==> src/rtl/led_seq_pkg.sv <==
// ---------------------------------------------------------------------------
// led_seq_pkg
// Shared definitions for the LED pattern sequencer: the 2-bit mode
// encodings presented on the mode input and the sequencer state encoding.
// ---------------------------------------------------------------------------
package led_seq_pkg;

    localparam logic [1:0] MODE_OFF   = 2'b00;
    localparam logic [1:0] MODE_ON    = 2'b01;
    localparam logic [1:0] MODE_BLINK = 2'b10;
    localparam logic [1:0] MODE_BURST = 2'b11;

    typedef enum logic [1:0] {
        IDLE   = 2'd0,
        ON_PH  = 2'd1,
        OFF_PH = 2'd2
    } state_e;

endpackage

==> src/rtl/tick_prescaler.sv <==
// ---------------------------------------------------------------------------
// tick_prescaler
// Free-running divider producing a one-cycle tick every DIV enabled cycles.
// Ports:
//   CLOCK_50  in   system clock
//   reset     in   synchronous active-high reset
//   clear     in   synchronous clear back to 0, wins over enable
//   enable    in   count when high, hold when low
//   tick      out  high while the counter sits at DIV-1 and enable is high
// ---------------------------------------------------------------------------
module tick_prescaler #(
    parameter int DIV = 5000000
) (
    input  logic CLOCK_50,
    input  logic reset,
    input  logic clear,
    input  logic enable,
    output logic tick
);

    localparam int            W    = $clog2(DIV);
    localparam logic [W-1:0]  LAST = W'(DIV - 1);

    logic [W-1:0] cnt_q;
    logic [W-1:0] cnt_d;

    always_comb begin
        cnt_d = cnt_q;
        if (clear) begin
            cnt_d = '0;
        end else if (enable) begin
            cnt_d = (cnt_q == LAST) ? '0 : cnt_q + W'(1);
        end
    end

    assign tick = enable && (cnt_q == LAST);

    always_ff @(posedge CLOCK_50) begin
        if (reset) begin
            cnt_q <= '0;
        end else begin
            cnt_q <= cnt_d;
        end
    end

endmodule

==> src/rtl/led_pattern_sequencer.sv <==
// ---------------------------------------------------------------------------
// led_pattern_sequencer
// Drives the status LED as off, steady on, continuous blink, or a burst of
// N pulses. Pulse timing is ON_TICKS high / OFF_TICKS low, one tick being
// TICK_DIV clock cycles.
// Ports:
//   CLOCK_50  in   50 MHz system clock
//   reset     in   synchronous active-high reset
//   mode      in   00 OFF, 01 ON, 10 BLINK, 11 BURST
//   count     in   burst pulse count, captured when a burst start is accepted
//   start     in   single-cycle burst request (only used with mode=BURST)
//   LED       out  registered LED drive
//   busy      out  high while a pulse sequence is running
//   done      out  one-cycle pulse when a burst finishes
// ---------------------------------------------------------------------------
module led_pattern_sequencer
    import led_seq_pkg::*;
#(
    parameter int TICK_DIV  = 5000000,
    parameter int ON_TICKS  = 2,
    parameter int OFF_TICKS = 3
) (
    input  logic       CLOCK_50,
    input  logic       reset,
    input  logic [1:0] mode,
    input  logic [3:0] count,
    input  logic       start,
    output logic       LED,
    output logic       busy,
    output logic       done
);

    localparam int PH_MAX = (ON_TICKS > OFF_TICKS) ? ON_TICKS : OFF_TICKS;
    localparam int PH_W   = $clog2(PH_MAX + 1);
    localparam logic [PH_W-1:0] ON_LAST  = PH_W'(ON_TICKS - 1);
    localparam logic [PH_W-1:0] OFF_LAST = PH_W'(OFF_TICKS - 1);

    state_e          state_q, state_d;
    logic            run_burst_q, run_burst_d;
    logic [3:0]      remaining_q, remaining_d;
    logic [PH_W-1:0] phase_q, phase_d;
    logic            led_q, led_d;
    logic            busy_q, busy_d;
    logic            done_q, done_d;
    logic            psc_clear;
    logic            tick;

    tick_prescaler #(
        .DIV (TICK_DIV)
    ) u_prescaler (
        .CLOCK_50 (CLOCK_50),
        .reset    (reset),
        .clear    (psc_clear),
        .enable   (state_q != IDLE),
        .tick     (tick)
    );

    always_comb begin
        state_d     = state_q;
        run_burst_d = run_burst_q;
        remaining_d = remaining_q;
        phase_d     = phase_q;
        done_d      = 1'b0;
        psc_clear   = 1'b0;

        case (state_q)
            IDLE: begin
                if (mode == MODE_BLINK) begin
                    state_d     = ON_PH;
                    run_burst_d = 1'b0;
                    phase_d     = '0;
                    psc_clear   = 1'b1;
                end else if (mode == MODE_BURST && start) begin
                    remaining_d = count;
                    if (count == 4'd0) begin
                        // Empty burst: report completion without pulsing.
                        done_d = 1'b1;
                    end else begin
                        state_d     = ON_PH;
                        run_burst_d = 1'b1;
                        phase_d     = '0;
                        psc_clear   = 1'b1;
                    end
                end
            end

            ON_PH: begin
                if (!run_burst_q && mode != MODE_BLINK) begin
                    state_d = IDLE;
                end else if (tick) begin
                    if (phase_q == ON_LAST) begin
                        state_d = OFF_PH;
                        phase_d = '0;
                    end else begin
                        phase_d = phase_q + PH_W'(1);
                    end
                end
            end

            OFF_PH: begin
                if (!run_burst_q && mode != MODE_BLINK) begin
                    state_d = IDLE;
                end else if (tick) begin
                    if (phase_q == OFF_LAST) begin
                        phase_d = '0;
                        if (run_burst_q) begin
                            // Saturating compare keeps remaining from wrapping.
                            if (remaining_q <= 4'd1) begin
                                remaining_d = 4'd0;
                                state_d     = IDLE;
                                done_d      = 1'b1;
                            end else begin
                                remaining_d = remaining_q - 4'd1;
                                state_d     = ON_PH;
                            end
                        end else begin
                            state_d = ON_PH;
                        end
                    end else begin
                        phase_d = phase_q + PH_W'(1);
                    end
                end
            end

            default: begin
                state_d = IDLE;
            end
        endcase

        // Outputs are decoded from the next state so they register on the
        // same edge the state changes.
        led_d  = (state_d == ON_PH) || (state_d == IDLE && mode == MODE_ON);
        busy_d = (state_d != IDLE);
    end

    always_ff @(posedge CLOCK_50) begin
        if (reset) begin
            state_q     <= IDLE;
            run_burst_q <= 1'b0;
            remaining_q <= 4'd0;
            phase_q     <= '0;
            led_q       <= 1'b0;
            busy_q      <= 1'b0;
            done_q      <= 1'b0;
        end else begin
            state_q     <= state_d;
            run_burst_q <= run_burst_d;
            remaining_q <= remaining_d;
            phase_q     <= phase_d;
            led_q       <= led_d;
            busy_q      <= busy_d;
            done_q      <= done_d;
        end
    end

    assign LED  = led_q;
    assign busy = busy_q;
    assign done = done_q;

endmodule

==> config.mk <==
export PLATFORM = sky130hd
export DESIGN_NAME = led_pattern_sequencer
export DESIGN_NICKNAME = d
export VERILOG_FILES = /design/src/rtl/led_seq_pkg.sv /design/src/rtl/tick_prescaler.sv /design/src/rtl/led_pattern_sequencer.sv
export SDC_FILE = /design/constraint.sdc
export NUM_CORES = 1
export LEC_CHECK = 0
export BUFFER_PORTS_ARGS = -buffer_cell sky130_fd_sc_hd__buf_2
export CORE_ASPECT_RATIO = 0.9
export CORE_UTILIZATION = 33
export CTS_BUF_LIST = sky130_fd_sc_hd__clkbuf_4
export DETAILED_ROUTE_END_ITERATION = 16
export GPL_ROUTABILITY_DRIVEN = 0
export PLACE_DENSITY_LB_ADDON = 0.08
export SLEW_MARGIN = 20
export SYNTH_ARGS = -nofsm -noshare
export SYNTH_HDL_FRONTEND = slang
export SYNTH_SLANG_ARGS = --single-unit
==> constraint.sdc <==
create_clock -name CLOCK_50 -period 2.7 [get_ports CLOCK_50]
set_input_delay 0.27 -clock CLOCK_50 [delete_from_list [all_inputs] [get_ports CLOCK_50]]
set_output_delay 0.27 -clock CLOCK_50 [all_outputs]
set_load 0.01 [all_outputs]
Word level (Yosys, flattened, before mapping)
Cells that the tools add are included.

operators by class
  mux-type cells = 47
  equal/unequal tests = 21
  $lt $le $gt $ge = 1
  add/subtract/negate cells = 3
  reduce and logical (&&, ||, !) cells = 18

operator list
  cell                     number
  $mux W2                  19
  $mux W4                  7
  $add A23 B1 Y23 const B  1
  $eq A23 B23 Y1 const B   1
  $mux W23                 1
  $ne A2 B2 Y1 const B     10
  $mux W1                  16
  $reduce_and A7 Y1        2
  $pmux W2 S3              2
  $eq A2 B1 Y1 const B     4
  $eq A2 B2 Y1 const B     4
  $pmux W4 S2              1
  $reduce_bool A2 Y1       4
  $ne A3 B3 Y1 const B     2
  $le A4 B1 Y1 const B     1
  $logic_and A1 B1 Y1      4
  $logic_not A2 Y1         2
  $logic_not A4 Y1         1
  $sub A4 B1 Y4 const B    1
  $reduce_and A3 Y1        1
  $reduce_bool A3 Y1       1
  $add A2 B1 Y2 const B    1
  $pmux W1 S2              1
  $reduce_or A2 Y1         1
  other kinds (2)          2

word-level totals
  bits in registers = 35
  logic and storage cells = 98
  output and inout port bits = 3

Longest topological paths before layout
  word-level depth = 10
  gate-level depth with buffers = 9
  depth with buffers taken out = 8

By module
Synthesis repeated with hierarchy kept, for this count alone.

unflattened totals
  cell total of the unflattened synthesis = 235
  area, all modules = 2031.9 um^2

by module, submodules not included
  module                 times used  cells each  seq. area each (um^2)  area an instance (um^2)
  tick_prescaler         1           132         460.4                  1133.6
  led_pattern_sequencer  1           103         240.2                  898.4

Worst setup path after synthesis
No wires, ideal clock.

  path kind = reg-to-reg
  start = register state_q[0]
  end = register u_prescaler.cnt_q[22]
  path buffers = 1
  setup time = 0.128 ns
  data arrival time = 2.060 ns
  path slack = 0.512 ns
  stages on the path, launching flop included = 10
  path through = dfxtp_1 > inv_1 > ha_1 > clkbuf_2 > nand4b_1 > nor2_1 > and3_2 > or3b_2 > xor2_1 > nor2_1

on the way
  word-level cells in the longest chain between the ends = 3

ends and longest elaborated chain
  element                            RTL line                      text
  from (decl)                        led_pattern_sequencer.sv:38   state_e state_q, state_d;
  from (signal assigned)             led_pattern_sequencer.sv:146  state_q <= state_d;
  $logic_not A2 Y1                   led_pattern_sequencer.sv:66   case (state_q)
  $mux W1                            led_pattern_sequencer.sv:66
  $reduce_or A2 Y1 (no source line)  --
  to (signal assigned)               tick_prescaler.sv:42          cnt_q <= cnt_d;
  to (decl)                          tick_prescaler.sv:24          logic [W-1:0] cnt_q;

Parallel ways exist; a longest one is shown, timed or not.
A chain may end at the register's enable or synchronous reset.

Worst setup path in the final report
  start = register u_prescaler.cnt_q[12]
  end = register remaining_q[3]

on the way
  word-level cells in the longest chain between the ends = 4

ends and longest elaborated chain
  element                             RTL line                      text
  $eq A23 B23 Y1                      tick_prescaler.sv:36          assign tick = enable && (cnt_q == LAST);
  $logic_and A1 B1 Y1                 tick_prescaler.sv:36
  $ne A2 B2 Y1 (no source line)       --
  $reduce_and A7 Y1 (no source line)  --
  to (signal assigned)                led_pattern_sequencer.sv:148  remaining_q <= remaining_d;
  to (decl)                           led_pattern_sequencer.sv:40   logic [3:0] remaining_q, remaining_d;

Every way passes these cells.

==> results.py <==
metrics = {
    "finish": {
        "nets": 262,
        "diodes": 0,
        "multi_input_area_sq_mm": 0.001144,
        "area_growth_pct": 9.941,
        "fin_area_sq_mm": 0.002103,
        "drive_above_1_share_pct": 11.74,
        "fillCellCount": 561,
        "seqCellArea_sq_um": 700.7,
    },
    "clock_network": {
        "cts_resized": 0,
        "cts_buffers": 5,
        "cts-root-buf": "clkbuf_4",
        "clk_latency_ps": 340,
        "post_cts_buffers": 0,
        "cts_buffer_depth": 2,
        "cts_tree": "yes",
        "cts_sinks": 35,
        "htree_levels": 2,
        "cts_hold_buf": 0,
        "clk_pin_slew_ps": 110,
    },
    "logic_synthesis": {
        "synth_compound_area_share_pct": 15.11,
        "synth_seq_cells": 35,
        "ys_warn_count": 0,
        "syn-num-nets": 247,
        "synth_cell_types": 51,
        "synth_enable_flop_cells": 0,
        "ys.flop_type": "dfxtp_1",
        "synthAdderAreaFrac_pct": 4.578,
        "synth-xor-area-share_pct": 8.241,
        "syn_inst": 231,
        "synthSimpleGateAreaFrac_pct": 30.80,
        "synth_mux_area_share_pct": 1.046,
        "synth.avg_cell_area_sq_um": 8.282,
        "ys_async_sr_fraction_pct": 0,
        "syn-cell-area_sq_mm": 0.001913,
        "synth_top_family_by_area": "simple AND/OR/NAND/NOR gates",
        "yosysSeqAreaShare_pct": 36.63,
    },
    "hold_path": {
        "hold_path.startpoint": "mode[1]",
        "hp-class": "primary input to flop",
        "hold_end": "run_burst_q$_SDFFE_PP0P_",
        "holdPathStages": 2,
    },
    "worst_setup_path": {
        "r2r_slack_ps": 420,
        "rr_endpoint": "remaining_q[3]$_SDFFE_PP0P_",
        "rr_startpoint": "u_prescaler.cnt_q[12]$_SDFFE_PP0N_",
        "crit_type": "flop to flop",
        "critPathArrivalTime_ps": 2510,
        "crit_path_end_kind": "flop",
        "start_kind": "flop",
        "crit_fanout": 7,
        "required_ps": 2930,
        "reg2reg_depth": 6,
    },
    "floorplanning": {
        "rows": 25,
        "dieWidth_um": 82.26,
        "die_h_um": 74.23,
        "ios": 12,
        "core_sq_mm": 0.005411,
        "die_area_sq_mm": 0.006106,
        "start_util_pct": 35.35,
    },
    "global_routing": {
        "grt-ovfl-total": 0,
        "grt_max_degree": 23,
        "antenna_found_initial": 0,
        "grt_pass1_wl_um": 6969,
        "grt_util_all_layers_pct": 15.30,
        "grt_pass1_vias": 1464,
    },
    "status": {
        "outcome": "complete, no violations",
    },
    "pwr": {
        "intPower_w": 0.0006662,
        "clock_power_share_pct": 31.6,
        "fin_total_pwr_w": 0.0009067,
        "p_comb_share_pct": 9.9,
        "power_frac_seq_pct": 58.5,
        "p_sw_share_pct": 26.52,
        "p_per_area_mw_per_mm2": 431.1,
        "peakVddDrop_mv": 0.1895,
        "p_switching_w": 0.0002404,
        "leakage_nw": 0.7804,
    },
    "drt": {
        "drc_errors": 0,
        "via_per_inst": 5.220,
        "wl_um": 4197,
        "post_drt_wl_per_cell_um": 13.37,
        "dr.pass1.iters": 4,
        "antenna_left": 0,
        "drt_iter0_markers": 99,
        "dr_total_vias": 1639,
    },
    "sta": {
        "setup_viol_count_final": 0,
        "fin_crit_sh_pct": 84.37,
        "max_freq_mhz": 439.0,
        "slew_violations": 0,
        "relSlewSlack_pct": 63.40,
        "worst_slew_pin_slew_ps": 543.2,
        "rsz0062_at_grt": "no",
        "clock_skew_ps": 15.81,
        "setup-tns-final_ps": 0,
        "setup_ws_ps": 422.1,
        "final_hold_viol_count": 0,
        "fin_crit_ps": 2278,
    },
    "place": {
        "io_buffers": 11,
        "post-dp-hpwl_um": 3099,
        "place_area_sq_mm": 0.002051,
        "pre_cts_ws_ps": 348.7,
    },
    "job": {
        "maxCapViolCount": 0,
    },
}
==> worst max path at each step <==
stage                                                     to  slack (ps)                          startpoint  cells past startpoint
after floorplan           u_prescaler.cnt_q[22]$_SDFFE_PP0N_         510               state_q[0]$_SDFF_PP0_                      9
after global placement                        LED$_SDFF_PP0_         340                            count[0]                      7
after detailed placement                      LED$_SDFF_PP0_         350                            count[0]                      7
after CTS                                     LED$_SDFF_PP0_         410  u_prescaler.cnt_q[12]$_SDFFE_PP0N_                      6
after global routing                         busy$_SDFF_PP0_         270  u_prescaler.cnt_q[12]$_SDFFE_PP0N_                      6
final                            remaining_q[3]$_SDFFE_PP0P_         420  u_prescaler.cnt_q[12]$_SDFFE_PP0N_                      6
==> metrics by stage <==
stage	hold WS, ps	utilization, %	std cells
after floorplan	385.4	-	231
after global placement	493.0	37.90	306
after detailed placement	494.8	37.90	306
after CTS	172.1	38.87	314
after global routing	176.4	38.87	314
final	181.5	38.87	314
==> cell usage after synthesis (all sizes together) (2+ instances only) <==
cell type  instances  share of area, %
nor3               4               1.0
o211a              2               1.0
o31ai              3               1.2
nor2              31               6.1
clkbuf             5               1.0
and2               2              0.65
o221a              2               1.2
o22ai              2              0.65
o21ai              9               2.4
or2                3               1.1
o221ai             2              0.92
xor2              14               6.4
dfxtp             35                37
xnor2              4               1.8
and3               7               2.4
nand2b             2              0.65
nand4              7               2.3
mux2i              2               1.0
nor3b              2              0.78
a21oi             10               2.6
a31oi              2              0.65
nor2b              2              0.65
ha                 7               4.6
nand3              4               1.0
a31o               2              0.92
or3                6               2.0
nand4b             5               2.3
nor4               2               1.4
nand2             24               4.7
inv               12               2.4
==> final cells by class <==
type	instances	share of cell area (%)
Timing Repair Buffer	14	3.688
Multi-Input combinational cell	178	54.37
Clock inverter	2	0.3569
Inverter	12	2.142
Tap cell	67	3.986
Sequential cell	35	33.31
Clock buffer	6	2.142
==> cells in the final DEF (no fill, tap or decap), types with 3 or more instances in the layout <==
master    synthesis  final
nor3_1            4      4
a21oi_1          10     10
and3_1            6      6
dfxtp_1          35     35
buf_2             0     11
xnor2_1           4      4
nand2_1          24     24
nand3_1           4      4
nand4b_1          5      5
clkbuf_4          0      6
xor2_1           14     14
or3_1             6      6
nand4_1           7      7
inv_1            12     12
buf_4             0      3
nor2_1           31     31
ha_1              7      7
o21ai_0           9      9
o31ai_1           3      3
==> cells by family (layout without fill, tap and decap cells) <==
group                      Yosys count  count (layout)
DFF                                 35              35
xor gates and xnor gates            18              18
AOI/OAI and AO/OA                   42              42
adders and majority gates            7               7
muxes                                2               2
buffers and inverters               18              34
and+or+nand+nor                    109             109
==> flip-flops by register name, indices dropped and copies added, names as in the netlist <==
register / flops
phase_q: 2
state_q: 2
done: 1
busy: 1
u_prescaler.cnt_q: 23
run_burst_q: 1
LED: 1
remaining_q: 4
==> worst max-delay path, cell delays in order (launching register included) <==
cell,delay [ps]
dfxtp_1,360
or4b_1,570
or2_4,270
nor4_4,360
a31o_2,300
o221ai_1,140
o211a_1,150
==> per-layer routing <==
layer	GRT usage [%]	vias to the layer above	part of all wire, %
met1	22.13	766	55
met2	21.67	16	41
met4	5.848	0	1.6
li1	-	849	-
met5	0	-	0
met3	3.681	8	2.5
==> power by group through the flow <==
stage / registers (W) / logic, W / clock network, W
after global routing: 0.000532 / 0.000100 / 0.000322
after global placement: 0.000542 / 0.0000906 / 0
after floorplan: 0.000542 / 0.0000613 / 0
after detailed placement: 0.000542 / 0.0000895 / 0
final: 0.000530 / 0.0000893 / 0.000287
after CTS: 0.000531 / 0.0000898 / 0.000301
(Power assumes the default switching activity.)
